===== src/rtl/reg_writeback_if.sv =====
// Bundles the memory-stage input, register-file write port, hazard lookup and
// retire counter for reg_writeback. The slave modport is the writeback block.
interface reg_writeback_if #(
  parameter int CNT_W = 16
);
  logic             in_valid;
  logic             in_ready;
  logic [5:0]       opcode;
  logic [4:0]       rt;
  logic [4:0]       rd;
  logic             RegDst;
  logic             RegWrite;
  logic             MemToReg;
  logic [31:0]      alu_result;
  logic [31:0]      mem_data;
  logic [1:0]       addr_lo;
  logic             rf_busy;
  logic             reg_we;
  logic [4:0]       reg_waddr;
  logic [31:0]      reg_wdata;
  logic [4:0]       lookup_reg;
  logic             lookup_hit;
  logic [CNT_W-1:0] retired;

  modport master (
    output in_valid, opcode, rt, rd, RegDst, RegWrite, MemToReg,
           alu_result, mem_data, addr_lo, rf_busy, lookup_reg,
    input  in_ready, reg_we, reg_waddr, reg_wdata, lookup_hit, retired
  );

  modport slave (
    input  in_valid, opcode, rt, rd, RegDst, RegWrite, MemToReg,
           alu_result, mem_data, addr_lo, rf_busy, lookup_reg,
    output in_ready, reg_we, reg_waddr, reg_wdata, lookup_hit, retired
  );
endinterface


===== src/rtl/reg_writeback.sv =====
// Register writeback stage: formats load data, queues writes in a small FIFO
// and drains them to the register file one per cycle unless it is busy.
module reg_writeback #(
  parameter int DEPTH = 2,
  parameter int CNT_W = 16
) (
  input logic           clk,
  input logic           rst,
  reg_writeback_if.slave bus
);

  localparam int PW = (DEPTH > 1) ? $clog2(DEPTH) : 1;
  localparam logic [PW:0] FULL = (PW+1)'(DEPTH);

  localparam logic [5:0] OP_LB  = 6'h20;
  localparam logic [5:0] OP_LH  = 6'h21;
  localparam logic [5:0] OP_LW  = 6'h23;
  localparam logic [5:0] OP_LBU = 6'h24;
  localparam logic [5:0] OP_LHU = 6'h25;
  localparam logic [5:0] OP_LL  = 6'h30;

  typedef struct packed {
    logic [4:0]  dest;
    logic [31:0] data;
  } entry_t;

  entry_t           fifo_mem [DEPTH];
  logic [PW-1:0]    wr_ptr;
  logic [PW-1:0]    rd_ptr;
  logic [PW:0]      count;
  logic             we_q;
  logic [4:0]       waddr_q;
  logic [31:0]      wdata_q;
  logic [CNT_W-1:0] retired_q;

  logic [4:0]  dest;
  logic [31:0] src;
  logic [7:0]  byte_sel;
  logic [15:0] half_sel;
  logic [31:0] fmt;
  logic        store;
  logic        pop;
  logic        hit;
  logic [PW-1:0] off;

  assign bus.in_ready   = (count != FULL);
  assign bus.reg_we     = we_q;
  assign bus.reg_waddr  = waddr_q;
  assign bus.reg_wdata  = wdata_q;
  assign bus.retired    = retired_q;
  assign bus.lookup_hit = hit;

  // Instructions that write nothing, or only write r0, are swallowed on accept.
  always_comb begin
    dest  = bus.RegDst ? bus.rd : bus.rt;
    src   = bus.MemToReg ? bus.mem_data : bus.alu_result;
    store = bus.in_valid && bus.in_ready && bus.RegWrite && (dest != 5'd0);
    pop   = (count != '0) && !bus.rf_busy;
  end

  always_comb begin
    byte_sel = src[7:0];
    case (bus.addr_lo)
      2'd0: byte_sel = src[7:0];
      2'd1: byte_sel = src[15:8];
      2'd2: byte_sel = src[23:16];
      2'd3: byte_sel = src[31:24];
      default: byte_sel = src[7:0];
    endcase
    half_sel = bus.addr_lo[1] ? src[31:16] : src[15:0];
    fmt = src;
    case (bus.opcode)
      OP_LB:        fmt = {{24{byte_sel[7]}}, byte_sel};
      OP_LBU:       fmt = {24'd0, byte_sel};
      OP_LH:        fmt = {{16{half_sel[15]}}, half_sel};
      OP_LHU:       fmt = {16'd0, half_sel};
      OP_LW, OP_LL: fmt = src;
      default:      fmt = src;
    endcase
  end

  always_ff @(posedge clk) begin
    if (store) begin
      fifo_mem[wr_ptr] <= '{dest: dest, data: fmt};
    end
  end

  always_ff @(posedge clk or posedge rst) begin
    if (rst) begin
      wr_ptr <= '0;
      rd_ptr <= '0;
      count  <= '0;
    end else begin
      if (store) wr_ptr <= wr_ptr + 1'b1;
      if (pop)   rd_ptr <= rd_ptr + 1'b1;
      case ({store, pop})
        2'b10:   count <= count + 1'b1;
        2'b01:   count <= count - 1'b1;
        default: count <= count;
      endcase
    end
  end

  // The write port registers hold their last value when nothing is popped.
  always_ff @(posedge clk or posedge rst) begin
    if (rst) begin
      we_q      <= 1'b0;
      waddr_q   <= '0;
      wdata_q   <= '0;
      retired_q <= '0;
    end else begin
      we_q <= pop;
      if (pop) begin
        waddr_q   <= fifo_mem[rd_ptr].dest;
        wdata_q   <= fifo_mem[rd_ptr].data;
        retired_q <= retired_q + 1'b1;
      end
    end
  end

  // An entry is live when its distance from the read pointer is below count.
  always_comb begin
    hit = 1'b0;
    off = '0;
    for (int i = 0; i < DEPTH; i++) begin
      off = PW'(i) - rd_ptr;
      if (({1'b0, off} < count) && (fifo_mem[i].dest == bus.lookup_reg)) begin
        hit = 1'b1;
      end
    end
    if (we_q && (waddr_q == bus.lookup_reg)) hit = 1'b1;
    if (bus.lookup_reg == 5'd0) hit = 1'b0;
  end

endmodule


===== src/flat_wrapper.sv =====
// flat-port wrapper written by rule: the top's interface ports become plain ports
module reg_writeback_flat 
#(
  parameter int DEPTH = 2,
  parameter int CNT_W = 16
)
  (clk, rst, bus_in_valid, bus_opcode, bus_rt, bus_rd, bus_RegDst, bus_RegWrite, bus_MemToReg, bus_alu_result, bus_mem_data, bus_addr_lo, bus_rf_busy, bus_lookup_reg, bus_in_ready, bus_reg_we, bus_reg_waddr, bus_reg_wdata, bus_lookup_hit, bus_retired);
  reg_writeback_if #(.CNT_W(CNT_W)) bus_i ();
  input logic clk;
  input logic rst;
  input wire logic [$bits(bus_i.in_valid)-1:0] bus_in_valid;
  input wire logic [$bits(bus_i.opcode)-1:0] bus_opcode;
  input wire logic [$bits(bus_i.rt)-1:0] bus_rt;
  input wire logic [$bits(bus_i.rd)-1:0] bus_rd;
  input wire logic [$bits(bus_i.RegDst)-1:0] bus_RegDst;
  input wire logic [$bits(bus_i.RegWrite)-1:0] bus_RegWrite;
  input wire logic [$bits(bus_i.MemToReg)-1:0] bus_MemToReg;
  input wire logic [$bits(bus_i.alu_result)-1:0] bus_alu_result;
  input wire logic [$bits(bus_i.mem_data)-1:0] bus_mem_data;
  input wire logic [$bits(bus_i.addr_lo)-1:0] bus_addr_lo;
  input wire logic [$bits(bus_i.rf_busy)-1:0] bus_rf_busy;
  input wire logic [$bits(bus_i.lookup_reg)-1:0] bus_lookup_reg;
  output wire logic [$bits(bus_i.in_ready)-1:0] bus_in_ready;
  output wire logic [$bits(bus_i.reg_we)-1:0] bus_reg_we;
  output wire logic [$bits(bus_i.reg_waddr)-1:0] bus_reg_waddr;
  output wire logic [$bits(bus_i.reg_wdata)-1:0] bus_reg_wdata;
  output wire logic [$bits(bus_i.lookup_hit)-1:0] bus_lookup_hit;
  output wire logic [$bits(bus_i.retired)-1:0] bus_retired;
  assign bus_i.in_valid = bus_in_valid;
  assign bus_i.opcode = bus_opcode;
  assign bus_i.rt = bus_rt;
  assign bus_i.rd = bus_rd;
  assign bus_i.RegDst = bus_RegDst;
  assign bus_i.RegWrite = bus_RegWrite;
  assign bus_i.MemToReg = bus_MemToReg;
  assign bus_i.alu_result = bus_alu_result;
  assign bus_i.mem_data = bus_mem_data;
  assign bus_i.addr_lo = bus_addr_lo;
  assign bus_i.rf_busy = bus_rf_busy;
  assign bus_i.lookup_reg = bus_lookup_reg;
  assign bus_in_ready = bus_i.in_ready;
  assign bus_reg_we = bus_i.reg_we;
  assign bus_reg_waddr = bus_i.reg_waddr;
  assign bus_reg_wdata = bus_i.reg_wdata;
  assign bus_lookup_hit = bus_i.lookup_hit;
  assign bus_retired = bus_i.retired;
  reg_writeback #(.DEPTH(DEPTH), .CNT_W(CNT_W)) u_core (.clk(clk), .rst(rst), .bus(bus_i));
endmodule

===== config.mk =====
export PLATFORM = sky130hd
export DESIGN_NAME = reg_writeback_flat
export DESIGN_NICKNAME = d
export VERILOG_FILES = /design/src/rtl/reg_writeback_if.sv /design/src/rtl/reg_writeback.sv /design/src/flat_wrapper.sv
export SDC_FILE = /design/constraint.sdc
export NUM_CORES = 1
export LEC_CHECK = 0
export CAP_MARGIN = 40
export CORE_MARGIN = 2
export CORE_UTILIZATION = 50
export DETAILED_ROUTE_END_ITERATION = 10
export PLACE_DENSITY_LB_ADDON = 0.2
export SYNTH_ARGS = -nofsm -noshare
export SYNTH_HDL_FRONTEND = slang
export SYNTH_SLANG_ARGS = --single-unit

===== constraint.sdc =====
create_clock -name clk -period 4.5 [get_ports clk]
set_input_delay 0.45 -clock clk [delete_from_list [all_inputs] [get_ports clk]]
set_output_delay 0.45 -clock clk [all_outputs]
set_load 0.005 [all_outputs]

==> key figures, run 1 <==
Outcome
  – Status: complete, no violations

Global route
  – Met1 Resource Use GR: 0.275
  – Top Usage Layer GRT: met2
  – First-pass GRT wire length: 22500 um
  – All-layer global routing usage: 0.221
  – Number of antenna violations at the first check in global routing: 0
  – Largest net degree at the start of global routing: 47
  – Sum of overflow across all layers after global routing: 0
  – Met2 track utilization from global routing: 0.369
  – GR Util met3: 0.0675
  – Number of global-route vias before repair: 4509

Worst setup path
  – Peak per-stage delay on the critical path: 0.54 ns
  – Depth of the worst register-to-register path: 6
  – Startpoint of the lowest-slack register-to-register path: u_core.count[0]$_DFFE_PP0P_
  – Arrival @ worst endpoint: 2.56 ns
  – Kind of launch point of the worst setup path: input pin
  – Ordered cell list for the critical path: clkdlybuf4s50_1 -> or4_1 -> nor2_1 -> nor4_1 -> or3_1 -> clkdlybuf4s50_1
  – Top fanout value on the critical path: 4
  – Reg2Reg Setup Slack: 1.94 ns
  – Critical Path Most Common Cell: sky130_fd_sc_hd__clkdlybuf4s50_1
  – Required time reported for the critical path endpoint: 4.05 ns
  – Worst Setup End Kind: output port
  – Worst Setup Path Type: input pin to output port
  – Reg-to-reg critical path endpoint: u_core.count[1]$_DFFE_PP0P_
  – Slowest stage cell on the critical path: sky130_fd_sc_hd__or4_1

STA
  – Worst max-slew margin expressed relative to the limit: 0.477
  – Final clock skew: 0.00953 ns
  – Max-slew violation count: 0
  – Fin Setup TNS: 0 ns
  – Period utilization: 0.670
  – Setup repair after global routing missed its margin: no
  – Slew of the pin with the lowest slew margin: 0.779 ns
  – Count of endpoints failing hold in the final timing report: 0
  – Number of setup violations in the final report: 0
  – Fmax: 0.332 GHz
  – Post-layout minimum cycle time: 3.01 ns

Place
  – Total instance count after detailed placement: 791
  – Routability-driven placement congestion ratio: 0.861
  – Number of input and output port buffers inserted: 149
  – Half-perimeter wire length after detailed placement: 9900 um

Clocking
  – Post-CTS sizing: 0
  – CTS H-tree lvls: 4
  – Root Driver: sky130_fd_sc_hd__clkbuf_16
  – Hold bufs inserted after CTS: 0
  – Clock slew at reported path FFs: 0.06 ns
  – # clock sinks: 132
  – Max Buffers Root-to-Sink: 2
  – TritonCTS clock tree: built
  – Clock buffers created by TritonCTS: 17
  – Number of buffers added for setup after CTS: 0
  – Source-to-sink clock delay at the later pin of the worst-skew pair: 0.41 ns

Job
  – Max cap viols: 0

Power and ir drop
  – Part of the power in combinational logic: 0.287
  – Seq pwr share: 0.400
  – Switching share of power: 0.280
  – Standby leakage power: 3.43 nW
  – Internal Power: 3.21 mW
  – Cell Pwr Density: 525 nW/um^2
  – Clock network fraction of total power: 0.313
  – P_sw: 1.25 mW
  – Worst IR Drop VDD: 0.000282 V

Route
  – Vias per inst: 5.41
  – Total length of routed wires: 13800 um
  – Number of detailed-route iterations in the first pass: 5
  – Per-cell routed wire length: 16.7 um
  – Number of DRC violations after detailed-routing iteration 0: 410
  – Overall via count from detail_route: 4454
  – Remaining routing DRC violations: 0
  – Final ANT Viol Nets: 0

Synth
  – Cells after synthesis: 496
  – Most instantiated flip-flop cell in the synthesis netlist: sky130_fd_sc_hd__edfxtp_1
  – Synth Register Bits: 132
  – Share of the yosys chip area belonging to registers: 0.593
  – Fraction of registers with async set/reset: 0.439
  – Post-synthesis instance area: 6190 sq um
  – Number of warning messages in the yosys log: 0
  – Syn_area_per_cell: 12.5 sq um
  – Number of enable-type register cells in the synthesized netlist: 74
  – Number of different library cells in the post-synthesis netlist: 44
  – Number of nets produced by synthesis: 592

Cells and area
  – Post-route non-filler standard cell count: 823
  – Fraction of layout instances using a drive strength above 1: 0.125
  – Final-layout fill cell count: 857
  – Area growth from synthesis to layout: 37.3%
  – Antenna Diode Count: 0
  – # nets final: 738

Die
  – Die Ht: 115 um
  – Row cnt: 40
  – Die footprint: 13300 sq um
  – Die boundary width: 115 um
  – Top-level port count: 150
  – Starting density of the core: 0.513
  – CORE AREA: 12100 sq um

Hold path
  – Tightest Hold Check Type: input pin to asynchronous set/reset pin
-- metrics by stage --
step                hold slack (ns)  area, sq um  power [mW]   util  setup WS, ns
detailed placement            0.470         7870        3.10  0.652          1.49
global placement              0.461         7810        3.04  0.648          1.53
global route                  0.453         8500        4.71  0.705          1.32
CTS                           0.416         8500        4.51  0.705          1.48
floorplan                     0.467         6190        2.42      -          1.26
finish                        0.407         8500        4.46  0.705          1.49
-- state kept, by name, indices dropped and copies added, names as in the netlist --
| signal | count |
|---|---|
| u_core.rd_ptr | 1 |
| u_core.bus.reg_we | 1 |
| u_core.wr_ptr | 1 |
| u_core.bus.reg_wdata | 32 |
| u_core.bus.reg_waddr | 5 |
| u_core.fifo_mem | 74 |
| u_core.count | 2 |
| u_core.bus.retired | 16 |
-- power by group through the flow --
stage	sequential, mW	combinational [mW]	clock, mW
floorplan	1.78	0.632	0
global route	1.82	1.41	1.48
finish	1.79	1.28	1.40
global placement	1.80	1.24	0
CTS	1.79	1.30	1.42
detailed placement	1.81	1.29	0
-- cell type report --
| class | instances | area, sq um | area share |
|---|---|---|---|
| multi-input cells | 328 | 2370 | 0.279 |
| clock buffers | 25 | 582 | 0.0685 |
| repair buffers | 157 | 1590 | 0.187 |
| clock inverters | 7 | 50.0 | 0.00589 |
| well taps | 168 | 210 | 0.0247 |
| inverters | 6 | 22.5 | 0.00265 |
| flip-flops and latches | 132 | 3670 | 0.432 |
-- cells in the final DEF, fill, tap and decap left out, drive strengths merged, types with 9 or more instances in the layout --
master,n
and3,9
buf,9
clkbuf,25
clkdlybuf4s50,148
dfrtp,58
edfxtp,74
mux2,19
mux2i,62
nand2,61
nand3,16
nand4,15
o21ai,54
xnor2,27
-- kinds of logic (layout without fill, tap and decap cells) --
group / Yosys count / count (layout) / share of synthesized area
AOI/OAI and AO/OA: 76 / 76 / 0.0758
xor gates and xnor gates: 35 / 35 / 0.0495
adders and majority gates: 2 / 2 / 0.00404
buffers and inverters: 36 / 195 / 0.0283
DFF: 132 / 132 / 0.593
muxes: 82 / 82 / 0.138
and+or+nand+nor: 133 / 133 / 0.111
-- cell usage after synthesis, types with 2 or more instances --
master | count | area (sq um)
sky130_fd_sc_hd__a21o_1 | 7 | 52.6
sky130_fd_sc_hd__a21oi_1 | 2 | 10.0
sky130_fd_sc_hd__a22oi_1 | 8 | 60.1
sky130_fd_sc_hd__and3_1 | 9 | 56.3
sky130_fd_sc_hd__buf_1 | 2 | 7.51
sky130_fd_sc_hd__buf_2 | 8 | 40.0
sky130_fd_sc_hd__buf_4 | 2 | 15.0
sky130_fd_sc_hd__buf_6 | 3 | 33.8
sky130_fd_sc_hd__clkbuf_1 | 15 | 56.3
sky130_fd_sc_hd__dfrtp_1 | 58 | 1450
sky130_fd_sc_hd__edfxtp_1 | 74 | 2220
sky130_fd_sc_hd__ha_1 | 2 | 25.0
sky130_fd_sc_hd__inv_1 | 6 | 22.5
sky130_fd_sc_hd__mux2_2 | 19 | 214
sky130_fd_sc_hd__mux2i_1 | 62 | 621
sky130_fd_sc_hd__nand2_1 | 54 | 203
sky130_fd_sc_hd__nand2_2 | 7 | 43.8
sky130_fd_sc_hd__nand2b_1 | 2 | 12.5
sky130_fd_sc_hd__nand3_1 | 16 | 80.1
sky130_fd_sc_hd__nand4_1 | 15 | 93.8
sky130_fd_sc_hd__nor2_1 | 6 | 22.5
sky130_fd_sc_hd__nor2b_1 | 3 | 18.8
sky130_fd_sc_hd__nor3_1 | 6 | 30.0
sky130_fd_sc_hd__nor4_1 | 2 | 12.5
sky130_fd_sc_hd__o21ai_0 | 50 | 250
sky130_fd_sc_hd__o21ai_2 | 3 | 26.3
sky130_fd_sc_hd__or3_1 | 3 | 18.8
sky130_fd_sc_hd__or4_1 | 3 | 22.5
sky130_fd_sc_hd__xnor2_1 | 27 | 236
sky130_fd_sc_hd__xor2_1 | 8 | 70.1
-- critical path: cells and delay by family --
kind	cells	cell delay (ns)
AND/OR/NAND/NOR	4	1.16
buffers and inverters	2	0.95
-- worst max-delay path by stage --
stage	start	to	slack [ns]	cells past startpoint
5_1_grt	bus_lookup_reg[1]	bus_lookup_hit	1.32	6
2_1_floorplan	bus_RegDst	u_core.fifo_mem[0][0]$_DFFE_PP_	1.26	6
6_report	bus_lookup_reg[1]	bus_lookup_hit	1.49	6
3_3_place_gp	bus_lookup_reg[1]	bus_lookup_hit	1.53	6
3_5_place_dp	bus_lookup_reg[1]	bus_lookup_hit	1.49	6
4_1_cts	bus_lookup_reg[1]	bus_lookup_hit	1.48	6
-- per-layer routing --
layer	vias to the layer above	wire length, um
li1	2107	-
met1	2134	5710
met2	194	6840
met3	19	1030
met4	0	206
met5	-	0
Power figures use the tool's default switching activity.
==> run 2, diff against run 1 <==
Clock period 4.5 ns to 3 ns, I/O delays scaled along.
==> run 2 against run 1 <==
Worst setup slack got worse by 1.2 ns. Worst hold slack worse by 0.18 ns. Critical path type unchanged. First-iteration DRC count shrank 8.8%. Die area unchanged. Sequential share of layout area up 0.089 points. Non-clock buffer count increased by 3. Clock-buffer cell count is 7 lower. Sequential power up 50%. Wire length grew 5.5%. Power grew 50%. Critical endpoint unchanged. Clock skew decreased by 0.0025 ns. Largest power group unchanged. Utilization fell by 0.15 points.
==> key figures, run 2 (synthesis results as in run 1) <==
Place
  – Routability-driven placement congestion ratio: 0.872 (+1.2%)
  – Cell Area, Placed: 7890 sq um (+0.29%)
  – Number of input and output port buffers inserted: 149 (unchanged)
  – Half-perimeter wire length after detailed placement: 10400 um (+4.6%)

STA
  – Count of endpoints failing hold in the final timing report: 0 (unchanged)
  – Number of setup violations in the final report: 0 (unchanged)
  – Fmax: 0.365 GHz
  – Post-layout minimum cycle time: 2.74 ns
  – Slew of the pin with the lowest slew margin: 0.792 ns (+0.0137 ns)
  – Max-slew violation count: 0 (unchanged)
  – Worst max-slew margin expressed relative to the limit: 0.470 (-0.00653)
  – Final clock skew: 0.00706 ns (-0.00247 ns)
  – Final worst hold slack: 0.225 ns (-0.182 ns)
  – Period utilization: 0.914
  – Setup repair after global routing missed its margin: no

Clocking
  – # clock sinks: 132 (unchanged)
  – Clock buffers created by TritonCTS: 17 (unchanged)
  – Hold bufs inserted after CTS: 0 (unchanged)
  – Post-CTS sizing: 0 (unchanged)
  – Source-to-sink clock delay at the later pin of the worst-skew pair: 0.41 ns (about the same)
  – Max Buffers Root-to-Sink: 2 (unchanged)
  – Number of buffers added for setup after CTS: 0 (unchanged)
  – CTS H-tree lvls: 4 (unchanged)
  – Root Driver: sky130_fd_sc_hd__clkbuf_16
  – TritonCTS clock tree: built
  – Clock slew at reported path FFs: 0.06 ns (about the same)

Die
  – Top-level port count: 150 (unchanged)
  – Die Ht: 115 um (unchanged)
  – Die footprint: 13300 sq um (unchanged)
  – Starting density of the core: 0.513 (unchanged)
  – Row cnt: 40 (unchanged)
  – Die boundary width: 115 um (unchanged)
  – CORE AREA: 12100 sq um (unchanged)

Route
  – Remaining routing DRC violations: 0 (unchanged)
  – Total length of routed wires: 14500 um (+5.5%)
  – Vias per inst: 5.44 (+0.51%)
  – Number of detailed-route iterations in the first pass: 6 (+1)
  – Number of DRC violations after detailed-routing iteration 0: 374 (-8.8%)
  – Overall via count from detail_route: 4493 (+0.88%)
  – Per-cell routed wire length: 17.6 um (+5.1%)
  – Final ANT Viol Nets: 0 (unchanged)

Worst setup path
  – Top fanout value on the critical path: 4 (unchanged)
  – Critical Path Most Common Cell: sky130_fd_sc_hd__clkdlybuf4s50_1
  – Kind of launch point of the worst setup path: input pin
  – Number of buffer and inverter instances along the worst setup path: 2 (unchanged)
  – Slowest stage cell on the critical path: sky130_fd_sc_hd__or4_1
  – Peak per-stage delay on the critical path: 0.54 ns (about the same)
  – Arrival @ worst endpoint: 2.44 ns (-0.12 ns)
  – Depth of the worst register-to-register path: 5 (-1)
  – Ordered cell list for the critical path: clkdlybuf4s50_1 -> or4_1 -> nor2_1 -> nor4_1 -> or3_1 -> clkdlybuf4s50_1
  – Required time reported for the critical path endpoint: 2.70 ns (-1.35 ns)
  – Worst Setup Path Type: input pin to output port
  – Worst Setup End Kind: output port
  – Cell family with most CP delay: simple AND/OR/NAND/NOR gates
  – Instance count on the critical path: 6 (unchanged)

Power and ir drop
  – PnR Total Power: 6.69 mW (+50%)
  – Standby leakage power: 3.41 nW (-0.44%)
  – Cell Pwr Density: 788 nW/um^2 (+50%)
  – Worst IR Drop VDD: 0.000395 V (+40%)

Cells and area
  – Largest register FFs: 74 (unchanged)
  – Commonest cells after routing, fill and taps aside: sky130_fd_sc_hd__clkdlybuf4s50_1, sky130_fd_sc_hd__edfxtp_1, sky130_fd_sc_hd__mux2i_1
  – # nets final: 741 (+0.41%)
  – Final-layout fill cell count: 860 (+0.35%)
  – Most flops, register: u_core.fifo_mem
  – Fraction of layout instances using a drive strength above 1: 0.128 (+0.00247)
  – Most common cell after layout, fill and taps aside: sky130_fd_sc_hd__clkdlybuf4s50_1
  – Final design instance area without fill: 8480 sq um (-0.21%)
  – Sequential Area: 3670 sq um (unchanged)
  – Area growth from synthesis to layout: 37.0%
  – Total area of multi-input combinational cells: 2370 sq um (unchanged)
  – Antenna Diode Count: 0 (unchanged)

Global route
  – Number of antenna violations at the first check in global routing: 0 (unchanged)
  – Sum of overflow across all layers after global routing: 0 (unchanged)
  – Largest net degree at the start of global routing: 46 (-2.1%)
  – All-layer global routing usage: 0.226 (+0.00508)
  – Number of global-route vias before repair: 4485 (-0.53%)
  – First-pass GRT wire length: 22800 um (+1.5%)

Job
  – Max cap viols: 0 (unchanged)

Outcome
  – Status: complete, no violations

Hold path
  – Tightest Hold Check Type: input pin to asynchronous set/reset pin
[run 2: changes by cell type in the layout (fill, tap and decap cells not counted), sizes merged]
cell,previous run,this run
inv,8,6
clkinv,4,8
bufinv,0,3
clkinvlp,1,3
clkbuf,25,18
buf,9,12
[run 2: worst register-to-register path, delay by kind of cell, from the launching register on]
kind,cells,cell delay [ns]
buffers and inverters,1,0.25
flip-flops,1,0.50
AND/OR/NAND/NOR,4,1.31
[run 2: area by class of cell]
type,instances,area share
tap,168,0.0248
sequential,132,0.433
timing repair buffer,160,0.190
multi-input combinational,328,0.280
clock inverter,14,0.0192
inverter,6,0.00266
clock buffer,18,0.0506
[run 2: worst paths after layout]
kind | startpoint | end | slack [ns]
setup / recovery | bus_lookup_reg[1] | bus_lookup_hit | 0.26
max in group asynchronous | rst | u_core.rd_ptr$_DFFE_PP0P_ | 2.07
hold / removal | rst | u_core.bus.reg_wdata[21]$_DFFE_PP0P_ | 0.23
hold reg to reg | u_core.bus.retired[15]$_DFFE_PP0P_ | u_core.bus.retired[15]$_DFFE_PP0P_ | 0.47
min in group clk | u_core.bus.retired[15]$_DFFE_PP0P_ | u_core.bus.retired[15]$_DFFE_PP0P_ | 0.47
setup reg to reg | u_core.count[0]$_DFFE_PP0P_ | u_core.fifo_mem[0][25]$_DFFE_PP_ | 0.63
[run 2: metal layers]
metal  wire length [um]  share of wire  up-vias  GRT usage
met1               6110           0.42     2186      0.285
li1                   -              -     2111          -
met3                754          0.052       13     0.0453
met4                178          0.012        0     0.0739
met5                  0              0        -          0
met2               7490           0.52      183      0.392
[run 2: stage by stage]
step	setup WS [ns]	TNS [ns]	utilization	cells
after CTS	0.256	0	0.703	826
after global placement	0.198	0	0.650	792
final	0.257	0	0.703	826
after detailed placement	0.261	0	0.654	794
after floorplan	-0.164	-12.13	-	496
after global routing	0.148	0	0.703	826
[run 2: power by group]
part / internal [mW] / switching, mW / leakage [nW]
Combinational: 1.07 / 0.878 / 1.73
Clock: 1.30 / 0.749 / 0.283
Sequential: 2.40 / 0.292 / 1.40
Total: 4.77 / 1.92 / 3.41
==> run 3, diff against run 2 <==
Settings changed: SKIP_CTS_REPAIR_TIMING from default to 1.
==> results of run 3 <==
The final DEF is identical to that of run 2; final timing and power are the same.
==> RTL edit 1: new RTL, config.mk and constraints of run 2 <==
Reset style: synchronous (`rst`), changed in 2 clocked blocks.
--- a/src/rtl/reg_writeback.sv
+++ b/src/rtl/reg_writeback.sv
@@ -85,7 +85,7 @@
     end
   end
 
-  always_ff @(posedge clk or posedge rst) begin
+  always_ff @(posedge clk) begin
     if (rst) begin
       wr_ptr <= '0;
       rd_ptr <= '0;
@@ -102,7 +102,7 @@
   end
 
   // The write port registers hold their last value when nothing is popped.
-  always_ff @(posedge clk or posedge rst) begin
+  always_ff @(posedge clk) begin
     if (rst) begin
       we_q      <= 1'b0;
       waddr_q   <= '0;
Behaviour: differs if rst is asserted again (counterexample within 4 cycles, from zero or initial values and one cycle with rst high); with rst held inactive, the same outputs for 4 cycles.
==> RTL edit 1 against run 2 <==
Design area shrank 0.37%; worst setup slack gained 0.0029 ns; sequential power shrank 13%; hold slack gained 0.26 ns; utilization shrank 0.26 points; highest routed layer unchanged; critical path type unchanged; wire length grew 2.8%; sequential cell count is the same; final cell count grew 0.97%; power shrank 13%; synthesized area grew 0.12%.
==> RTL edit 1: results (changes against run 2) <==
- Run status: completed
- Met2 Use GR: 37.7% (-1.6 points)
- First-pass GRT wire length: 23.5 mm (+3.0%)
- Placed Area: 7870 sq um (-0.29%)
- Reg2reg setup slack: 0.90 ns (+0.27 ns)
- Leak: 2.85 nW (-16%)
- Reg2reg path depth: 6 (+1)
- Max reg flops: 74 (unchanged)
- Placed Cells: 802 (+1.0%)
- Global Route Usage Sum: 23.1% (+0.46 points)
- Via count: 4711 (+4.9%)
- Crit-path max FO: 4 (unchanged)
- Layout cells sized above 1: 13.2% (+0.45 points)
- Top cells by area, synth: edfxtp_1, dfxtp_1, mux2i_1
- Post-Route WL: 14.9 mm (+2.8%)
- Pre-Repair DR Iteration Count: 5 (-1)
- Crit path required time: 2.70 ns (about the same)
- Max Root-Sink Buffers: 2 (unchanged)
- Iteration-0 DRC Markers: 328 (-12%)
- Clk slew on worst S/H paths: 0.06 ns (about the same)
- Hpwl dp: 10.7 mm (+3.0%)
- Final Instance Count excl. Fillers: 834 (+0.97%)
- Fraction of registers with async set/reset: 0% (-44 points)
- Worst clock skew: 0.00773 ns (+0.000662 ns)
- Final nets: 749 (+1.1%)
- Hold Path Class: primary input to flop
- Reg2reg end: u_core.count[1]
- H-tree depth: 4 (unchanged)
- Worst hold margin: 0.486 ns (+0.260 ns)
- GRT met3 Usage: 5.85% (+1.3 points)
- IO buf count: 149 (unchanged)
- Reg-to-Reg Start: u_core.count[0]
- Pre-CTS setup slack: 0.267 ns (+0.00653 ns)
- Worst Max-Slew Pin Slew: 0.896 ns (+0.104 ns)
- Most instantiated cells after synthesis: edfxtp_1, mux2i_1, nor2_1
- Hold wc startpoint: rst
- Placer congestion estimate: 0.892 (+2.3%)
- Library cells used by synthesis: 45 (+2.3%)
- Max IR drop VDD: 0.000425 V (+7.6%)
- Met1 GRT Util: 29.3% (+0.76 points)
- Syn_nets: 606 (+2.4%)
- Syn Inst Count: 510 (+2.8%)
- Post-synthesis sequential area ratio: 54.6% (-4.8 points)
RTL edit 1: cell count changes after synthesis, sizes merged, moves of 34 or more:
| cell | before | now |
|---|---|---|
| dfrtp | 58 | 0 |
| nand2 | 61 | 8 |
| nor2 | 7 | 60 |
| a211oi | 0 | 37 |
| dfxtp | 0 | 58 |
| o21ai | 54 | 20 |
RTL edit 1: area by class of cell:
| type | instances | area [sq um] |
|---|---|---|
| tap | 168 | 210 |
| timing repair buffer | 163 | 1610 |
| clock buffer | 17 | 425 |
| inverter | 2 | 7.51 |
| clock inverter | 15 | 158 |
| multi-input combinational | 337 | 2650 |
| sequential | 132 | 3380 |
| fill | 885 | 3610 |
RTL edit 1: routing by layer:
metal,share of wire (%),vias up
li1,-,2231
met1,42,2256
met2,50,189
met3,5.8,35
met4,2.4,0
met5,0,-
RTL edit 1: worst max-delay path: stages:
cell and delay, ns:
clkdlybuf4s50_1 0.50, or4_1 0.54, nor2_1 0.17, nor4_1 0.09
or3_1 0.38, clkdlybuf4s50_1 0.46
RTL edit 1: how the worst max path moves through the flow:
stage | depth (start not counted) | to | slack, ns
6_report | 6 | bus_lookup_hit | 0.26
5_1_grt | 6 | bus_lookup_hit | 0.15
4_1_cts | 6 | bus_lookup_hit | 0.25
3_5_place_dp | 6 | bus_lookup_hit | 0.27
3_3_place_gp | 6 | bus_lookup_hit | 0.32
2_1_floorplan | 5 | u_core.fifo_mem[0][0] | -0.11
RTL edit 1: power breakdown:
| part | switching, mW | total [mW] | leakage (nW) | internal (mW) |
|---|---|---|---|---|
| registers | 0.155 | 2.34 | 1.15 | 2.18 |
| logic | 0.693 | 1.48 | 1.44 | 0.789 |
| clock network | 0.794 | 2.02 | 0.264 | 1.22 |
| total | 1.64 | 5.84 | 2.85 | 4.20 |
RTL edit 1: cells by family (layout without fill, tap and decap cells):
logic type	count (synthesis)	in the layout	share of synthesized area, %
flops	132	132	54.6
simple gates	132	132	10.7
compound gates	89	89	11.0
mux	86	86	16.2
buf+inv	41	197	3.09
xor+xnor	28	28	3.96
fa+ha+maj	2	2	0.404
==> RTL edit 2: new RTL, config.mk and constraints of run 2 <==
Made on the original files. `CNT_W` is set to 16 in 3 places; all go to 18.
--- a/src/rtl/reg_writeback_if.sv
+++ b/src/rtl/reg_writeback_if.sv
@@ -1,7 +1,7 @@
 // Bundles the memory-stage input, register-file write port, hazard lookup and
 // retire counter for reg_writeback. The slave modport is the writeback block.
 interface reg_writeback_if #(
-  parameter int CNT_W = 16
+  parameter int CNT_W = 18
 );
   logic             in_valid;
   logic             in_ready;
--- a/src/rtl/reg_writeback.sv
+++ b/src/rtl/reg_writeback.sv
@@ -2,7 +2,7 @@
 // and drains them to the register file one per cycle unless it is busy.
 module reg_writeback #(
   parameter int DEPTH = 2,
-  parameter int CNT_W = 16
+  parameter int CNT_W = 18
 ) (
   input logic           clk,
   input logic           rst,
--- a/src/flat_wrapper.sv
+++ b/src/flat_wrapper.sv
@@ -2,7 +2,7 @@
 module reg_writeback_flat 
 #(
   parameter int DEPTH = 2,
-  parameter int CNT_W = 16
+  parameter int CNT_W = 18
 )
   (clk, rst, bus_in_valid, bus_opcode, bus_rt, bus_rd, bus_RegDst, bus_RegWrite, bus_MemToReg, bus_alu_result, bus_mem_data, bus_addr_lo, bus_rf_busy, bus_lookup_reg, bus_in_ready, bus_reg_we, bus_reg_waddr, bus_reg_wdata, bus_lookup_hit, bus_retired);
   reg_writeback_if #(.CNT_W(CNT_W)) bus_i ();
Ports: changed (resized bus_retired); port bits go from 150 to 152. The function was not compared with the original's and may differ.
==> RTL edit 2 against run 2 <==
Sequential cell count increased by 2; final cell count increased by 2.1%; utilization up 0.87 points; design area up 1.2%; first-iteration DRC count down 9.6%; power is 0.38% higher; register-to-register slack improved by 0.12 ns; wire length fell by 3.6%; synthesized area rose by 0.59%; worst setup slack gained 0.37 ns; critical endpoint unchanged.
==> RTL edit 2: results (changes against run 2) <==
- Run status: completed
- Count of multi-input gates: 339 (+3.4%)
- Placed Cells: 811 (+2.1%)
- Worst clock skew: 0.00610 ns (-0.000962 ns)
- Largest net degree at the start of global routing: 44 (-4.3%)
- Post-synthesis sequential area ratio: 59.8% (+0.46 points)
- Max IR drop VDD: 0.000574 V (+45%)
- Final Util: 71.2% (+0.87 points)
- Reg-to-Reg Start: u_core.count[0]
- Final clock-cell share: 7.05% (+0.075 points)
- Number of global-route vias before repair: 4580 (+2.1%)
- Library cells used by synthesis: 42 (-4.5%)
- Post-Route WL: 14.0 mm (-3.6%)
- Iteration-0 DRC Markers: 338 (-9.6%)
- Top cells by area, synth: edfxtp_1, dfrtp_1, mux2i_1
- First-pass GRT wire length: 22.6 mm (-0.78%)
- Leak: 3.39 nW (-0.77%)
- Layout cells sized above 1: 10.4% (-2.4 points)
- CTS sink cnt: 134 (+1.5%)
- Final nets: 758 (+2.3%)
- Fraction of registers with async set/reset: 44.8% (+0.84 points)
- Pre-Repair DR Iteration Count: 5 (-1)
- Multi-input gate share of total cell area: 27.7% (-0.33 points)
- Nonclk buf count: 164 (+2.5%)
- Placed Area: 7980 sq um (+1.2%)
- Drt via density: 5.38 (-1.2%)
- Most instantiated cells after synthesis: edfxtp_1, nand2_1, o21ai_0
- Met3 wire len: 983 um (+30%)
- IO buf count: 151 (+1.3%)
- Reg2reg end: u_core.count[1]
- Register area: 3720 sq um (+1.4%)
- Via count: 4532 (+0.87%)
- Signal inverters: 6 (unchanged)
- WP data arrival: 2.07 ns (-0.37 ns)
- Syn Inst Count: 510 (+2.8%)
- Reg2reg path depth: 6 (+1)
- Global Route Usage Sum: 22.3% (-0.26 points)
- Reg2reg setup slack: 0.75 ns (+0.12 ns)
- Hpwl dp: 10.5 mm (+1.4%)
- WS Path Type: flop to primary output
- Met2 WL: 7.13 mm (-4.8%)
- Syn_nets: 606 (+2.4%)
- Pre-CTS setup slack: 0.387 ns (+0.126 ns)
- Skew-Pair Late Insertion Delay: 0.41 ns (about the same)
- Clk slew on worst S/H paths: 0.06 ns (about the same)
- Synth warn: 0 (unchanged)
- Worst hold margin: 0.303 ns (+0.0774 ns)
- Worst Max-Slew Pin Slew: 0.917 ns (+0.124 ns)
- Crit-path max FO: 2 (-2)
-- RTL edit 2: cell count changes after synthesis, sizes merged, moves of 7 or more --
cell,before,now
a21o,7,0
a22oi,8,1
nand2,61,68
nor2,7,17
o21ai,54,63
o211ai,0,7
nand4,15,6
-- RTL edit 2: power breakdown --
| group | total (mW) | internal [mW] | switching [mW] |
|---|---|---|---|
| combinational | 1.91 | 1.06 | 0.848 |
| sequential | 2.71 | 2.42 | 0.290 |
| clock | 2.09 | 1.31 | 0.775 |
-- RTL edit 2: how the worst max path moves through the flow --
| stage | startpoint | endpoint | slack (ns) |
|---|---|---|---|
| 2_1_floorplan | bus_RegDst | u_core.fifo_mem[0][0] | 0.11 |
| 3_3_place_gp | bus_RegDst | u_core.fifo_mem[1][10] | 0.35 |
| 3_5_place_dp | bus_RegDst | u_core.count[1] | 0.39 |
| 4_1_cts | u_core.fifo_mem[0][36] | bus_lookup_hit | 0.61 |
| 5_1_grt | u_core.fifo_mem[0][33] | bus_lookup_hit | 0.48 |
| 6_report | u_core.fifo_mem[0][36] | bus_lookup_hit | 0.63 |
-- RTL edit 2: logic make-up (layout without fill, tap and decap cells) --
group           count (synthesis)  after routing  share of synthesized area [%]
xor+xnor                       37             37                           5.20
flops                         134            134                           59.8
compound gates                 92             92                           9.00
mux                            78             78                           13.2
buf+inv                        37            202                           2.63
simple gates                  130            130                           9.72
fa+ha+maj                       2              2                          0.402
-- RTL edit 2: critical path: stages (launching register included) --
cell	delay (ns)
edfxtp_1	0.41
xor2_1	0.18
nor4_1	0.28
a2bb2oi_1	0.10
o21ai_0	0.17
clkdlybuf4s50_1	0.52
-- RTL edit 2: routing by layer --
metal  GRT usage (%)  up-vias
met2            38.9      188
met5               0        -
met1            27.4     2164
met3            5.49       11
met4            7.23        0
li1                -     2169
